[config.mk]
export PLATFORM = sky130hd
export DESIGN_NAME = project_period_counter_master
export DESIGN_NICKNAME = d
export VERILOG_FILES = /design/src/rtl/project_period_counter_master.sv
export SDC_FILE = /design/constraint.sdc
export NUM_CORES = 1
export LEC_CHECK = 0
export BUFFER_PORTS_ARGS = -buffer_cell sky130_fd_sc_hd__buf_4
export CORE_UTILIZATION = 45
export DETAILED_ROUTE_END_ITERATION = 10
export GPL_TIMING_DRIVEN = 1
export PLACE_DENSITY = 0.66
export SLEW_MARGIN = 0
export SYNTH_ARGS = -nofsm -noshare
export SYNTH_HDL_FRONTEND = slang
export SYNTH_SLANG_ARGS = --single-unit
[constraint.sdc]
create_clock -name i_clk -period 7.59 [get_ports i_clk]
set_input_delay 1.518 -clock i_clk [delete_from_list [all_inputs] [get_ports i_clk]]
set_output_delay 1.518 -clock i_clk [all_outputs]
set_load 0.05 [all_outputs]
[src/rtl/project_period_counter_master.sv]
// PWM master timebase: reference period counter, prescaled sync and per-slave phase-load strobes.
// Optional `PWM_MASTER_SYNC_ON_PEAK_EN: the UP_DOWN peak is also a period event.
module project_period_counter_master #(
  parameter int NUM_SLAVES = 4,
  parameter int DIV_W      = 4
) (
  input  logic                  i_clk,
  input  logic                  i_reset,
  input  logic                  i_en,
  input  logic [1:0]            i_mode,
  input  logic [15:0]           i_period,
  input  logic                  i_period_wr,
  input  logic [DIV_W-1:0]      i_sync_div,
  input  logic [NUM_SLAVES-1:0] i_sync_mask,
  input  logic                  i_sw_sync,
  output logic                  o_sync,
  output logic [NUM_SLAVES-1:0] o_sync_slave,
  output logic                  o_period_event,
  output logic [15:0]           o_counter,
  output logic [15:0]           o_period_active,
  output logic                  o_dir
);

  typedef enum logic [1:0] {
    M_OFF  = 2'b00,
    M_UP   = 2'b01,
    M_DOWN = 2'b10,
    M_UPDN = 2'b11
  } mode_e;

  mode_e            mode;
  logic [15:0]      cnt_q, per_q, shadow_q;
  logic             dir_q;
  logic [DIV_W-1:0] div_q;

  logic [15:0]      cnt_n;
  logic             dir_n;
  logic             evt;
  logic             sync_hit;
  logic [15:0]      shadow_eff;

  assign mode = mode_e'(i_mode);

  // A write coincident with an event or OFF-load goes straight to the active period.
  assign shadow_eff = i_period_wr ? i_period : shadow_q;

  always_comb begin
    cnt_n = cnt_q;
    dir_n = 1'b0;
    evt   = 1'b0;
    case (mode)
      M_UP: begin
        if (cnt_q >= per_q) begin
          cnt_n = 16'd0;
          evt   = 1'b1;
        end else begin
          cnt_n = cnt_q + 16'd1;
        end
      end
      M_DOWN: begin
        if (cnt_q == 16'd0) begin
          cnt_n = shadow_eff;
          evt   = 1'b1;
        end else begin
          cnt_n = cnt_q - 16'd1;
        end
      end
      M_UPDN: begin
        dir_n = dir_q;
        if (per_q == 16'd0) begin
          cnt_n = 16'd0;
          dir_n = 1'b0;
          evt   = 1'b1;
        end else if (!dir_q) begin
          if (cnt_q >= per_q) begin
            cnt_n = per_q - 16'd1;
            dir_n = 1'b1;
          end else begin
            cnt_n = cnt_q + 16'd1;
`ifdef PWM_MASTER_SYNC_ON_PEAK_EN
            evt   = (cnt_n == per_q);
`endif
          end
        end else begin
          if (cnt_q == 16'd0) begin
            cnt_n = 16'd1;
            dir_n = 1'b0;
          end else begin
            cnt_n = cnt_q - 16'd1;
            evt   = (cnt_q == 16'd1);
          end
        end
      end
      default: ;
    endcase
  end

  assign sync_hit = evt && (div_q == i_sync_div);

  always_ff @(posedge i_clk or posedge i_reset) begin
    if (i_reset) begin
      cnt_q          <= '0;
      per_q          <= '0;
      shadow_q       <= '0;
      dir_q          <= 1'b0;
      div_q          <= '0;
      o_sync         <= 1'b0;
      o_sync_slave   <= '0;
      o_period_event <= 1'b0;
    end else begin
      if (i_period_wr) shadow_q <= i_period;
      if (!i_en) begin
        o_sync         <= 1'b0;
        o_sync_slave   <= '0;
        o_period_event <= 1'b0;
      end else if (i_sw_sync) begin
        cnt_q          <= '0;
        dir_q          <= 1'b0;
        div_q          <= '0;
        per_q          <= shadow_eff;
        o_sync         <= 1'b1;
        o_sync_slave   <= i_sync_mask;
        o_period_event <= 1'b0;
      end else begin
        cnt_q <= cnt_n;
        dir_q <= dir_n;
        if (evt || mode == M_OFF) per_q <= shadow_eff;
        // Equality test is live, so an over-range count wraps through the full width.
        if (evt) div_q <= sync_hit ? '0 : div_q + DIV_W'(1);
        o_sync         <= sync_hit;
        o_sync_slave   <= sync_hit ? i_sync_mask : '0;
        o_period_event <= evt;
      end
    end
  end

  assign o_counter       = cnt_q;
  assign o_period_active = per_q;
  assign o_dir           = dir_q;

endmodule

==> results.ini <==
[outcome]
status = finished, final reports clean

[critical_path]
r2r_setup_slack_ps = 3830
r2r-start = o_counter[15]
r2r-end = o_period_active[9]
ff2ff_path_depth = 8
end_kind = flip-flop
critPathKind = reg -> reg
arrival_ps = 3980
path_max_fanout = 26
cp_data_required_time_ps = 7820
start_kind = flip-flop

[cts]
cts_buffer_depth = 2
cts_resized = 0
clock-sinks = 59
cts_tree = built
root_buffer = clkbuf_8
cts_hold_buf = 0
htreeDepth = 3
numCtsBuffers = 9
post-cts-setup-buffers = 0
insertion_delay_ps = 350
path_clk_slew_ps = 70

[global_routing]
grt-ovfl-total = 0
grt_max_degree = 60
grt_antenna_before_repair = 0
grt_pass1_wl_mm = 21.18
grt_pass1_vias = 4158
grt_usage_pct = 26.72

[drt]
avgViaCountPerCell = 6.062
drc = 0
ant_nets = 0
drt_first_iter_violations = 388
routed_wl_mm = 13.30
post_drt_wl_per_cell_um = 19.11
drt_first_pass_iters = 5
vias = 4219

[synthesis]
syn-num-nets = 566
ys_seq_elements = 59
post_synth_instance_area_um2 = 4539
yosysWarnings = 0
yosysTopAreaCellShare_pct = 32.52
synth_top_family_by_area = simple AND/OR/NAND/NOR gates
synthArstFlopShare_pct = 100.0
synth_cell_type_count = 63
yosys.area_share.adder_pct = 6.064
synth.avg_cell_area_um2 = 8.849
synthMuxAreaShare_pct = 10.36
yosysTopAreaCell = dfrtp_1
seq_area_frac_synth_pct = 32.52
synthXorXnorAreaFrac_pct = 8.104
yosys.area_share.simple_pct = 19.10
synth_area_leaders = dfrtp_1 (33%), ha_1 (6.1%), mux2_2 (6.0%)
synth_compound_area_share_pct = 17.94
synth_cells = 513
ys.flop_type = dfrtp_1
synth_edf_count = 0

[timing]
worst_slew_pin_slew_ps = 1036
fin_tns_setup_ps = 0
drv_slew = 0
fin_crit_sh_pct = 49.47
period_needed_ps = 3755
rsz0062_at_grt = false
maxSlewHeadroom_pct = 30.97
hold_viol_final = 0
fmax_mhz = 266.3
clock-skew-final_ps = 10.05
whs_ps = 524.3
finalSetupViolCount = 0

[power]
power.density_nw_per_um2 = 262.5
power.leakage_nw = 2.245
peakVddDrop_mv = 0.1119

[cells_and_area]
nets = 613
drive_above_1_share_pct = 22.91
final_common_cell = buf_4
diodes = 0
area_delta_synth_final_pct = 15.88
layout_common_cells = buf_4 (72), dfrtp_1 (59), nor2_1 (45)
nFillCells = 930

[run]
cap_viol_max_count = 0

[die]
core_um2 = 9774
die_h_um = 102.4
die_w_um = 102.4
io-pin-count = 70
rows = 36
dieArea_um2 = 10490
initial_core_util_pct = 46.44

[worst_hold_path]
holdPathEnd = div_q[3]
min_path_cells = 1
hp-start = div_q[3]
hp-class = reg -> reg

[placed_design]
gp_congestion = 0.8826
hpwl_mm = 9.454
io_buffer_count = 69

## state kept, by name (all words and copies together) (netlist names)
name and cells:
o_sync 1, div_q 4, shadow_q 16, o_counter 16, o_period_event 1, o_dir 1
o_sync_slave 4, o_period_active 16
## cell type report
type	count	area, um^2	share of cell area (%)
clock buffer	13	178.9	3.402
sequential	59	1476	28.07
tap	133	166.4	3.164
timing repair buffer	72	540.5	10.28
inverter	24	90.09	1.713
clock inverter	1	7.507	0.1427
multi-input combinational	394	2800	53.24
## per-stage QoR
stage | utilization (%) | instance area, um^2 | power (mW) | std cells | setup WS, ps
2_1_floorplan | - | 4539 | 0.9300 | 513 | 4207
3_3_place_gp | 51.91 | 5074 | 1.089 | 682 | 3807
3_5_place_dp | 51.91 | 5074 | 1.101 | 682 | 3727
4_1_cts | 53.81 | 5260 | 1.382 | 696 | 3845
5_1_grt | 53.81 | 5260 | 1.471 | 696 | 3556
6_report | 53.81 | 5260 | 1.381 | 696 | 3835
## where the power goes
part	switching (mW)	internal, mW	leakage, nW	total, mW
combinational	0.405	0.251	1.41	0.656
sequential	0.0899	0.358	0.738	0.448
clock	0.126	0.151	0.0936	0.277
total	0.621	0.760	2.24	1.38
## critical path, stage by stage (launching register included)
cell	delay, ps
dfrtp_1	510
ha_1	390
nand4_1	240
nor4_1	560
a32oi_4	230
nand2_4	310
o31a_1	170
o21a_1	800
mux2_2	410
## layer usage
metal | GRT usage, % | wire length [um]
met5 | 0 | 0
met4 | 14.18 | 495
met3 | 5.677 | 1064
met2 | 41.64 | 6168
met1 | 34.64 | 5570
## worst max-delay path by stage
stage                               end  cells past startpoint  slack, ps                 from
global route        o_period_active[13]                      9       3560  o_period_active[14]
finish               o_period_active[9]                      8       3830        o_counter[15]
floorplan            o_period_active[8]                     12       4210         o_counter[0]
CTS                 o_period_active[10]                      9       3850  o_period_active[14]
detailed placement  o_period_active[10]                      8       3730            i_mode[0]
global placement    o_period_active[13]                      8       3810            i_mode[0]
## synth_stat cells (all sizes together), types with 6 or more instances
| cell | number |
|---|---|
| inv | 24 |
| dfrtp | 59 |
| nor4 | 11 |
| nand3 | 17 |
| ha | 22 |
| o21ai | 26 |
| nor2 | 45 |
| nor3 | 9 |
| or4 | 6 |
| or3 | 7 |
| nand2 | 43 |
| nand4 | 10 |
| buf | 12 |
| a21oi | 33 |
| xnor2 | 29 |
| a31oi | 9 |
| xor2 | 13 |
| mux2 | 34 |
| o31ai | 7 |
| clkbuf | 24 |
| and2 | 6 |
## logic make-up (layout without fill, tap and decap cells)
family / after synthesis / after routing
buf+inv: 60 / 110
mux: 39 / 39
compound gates: 122 / 122
fa+ha+maj: 22 / 22
xor+xnor: 42 / 42
flops: 59 / 59
simple gates: 169 / 169
Power figures use the tool's default switching activity.
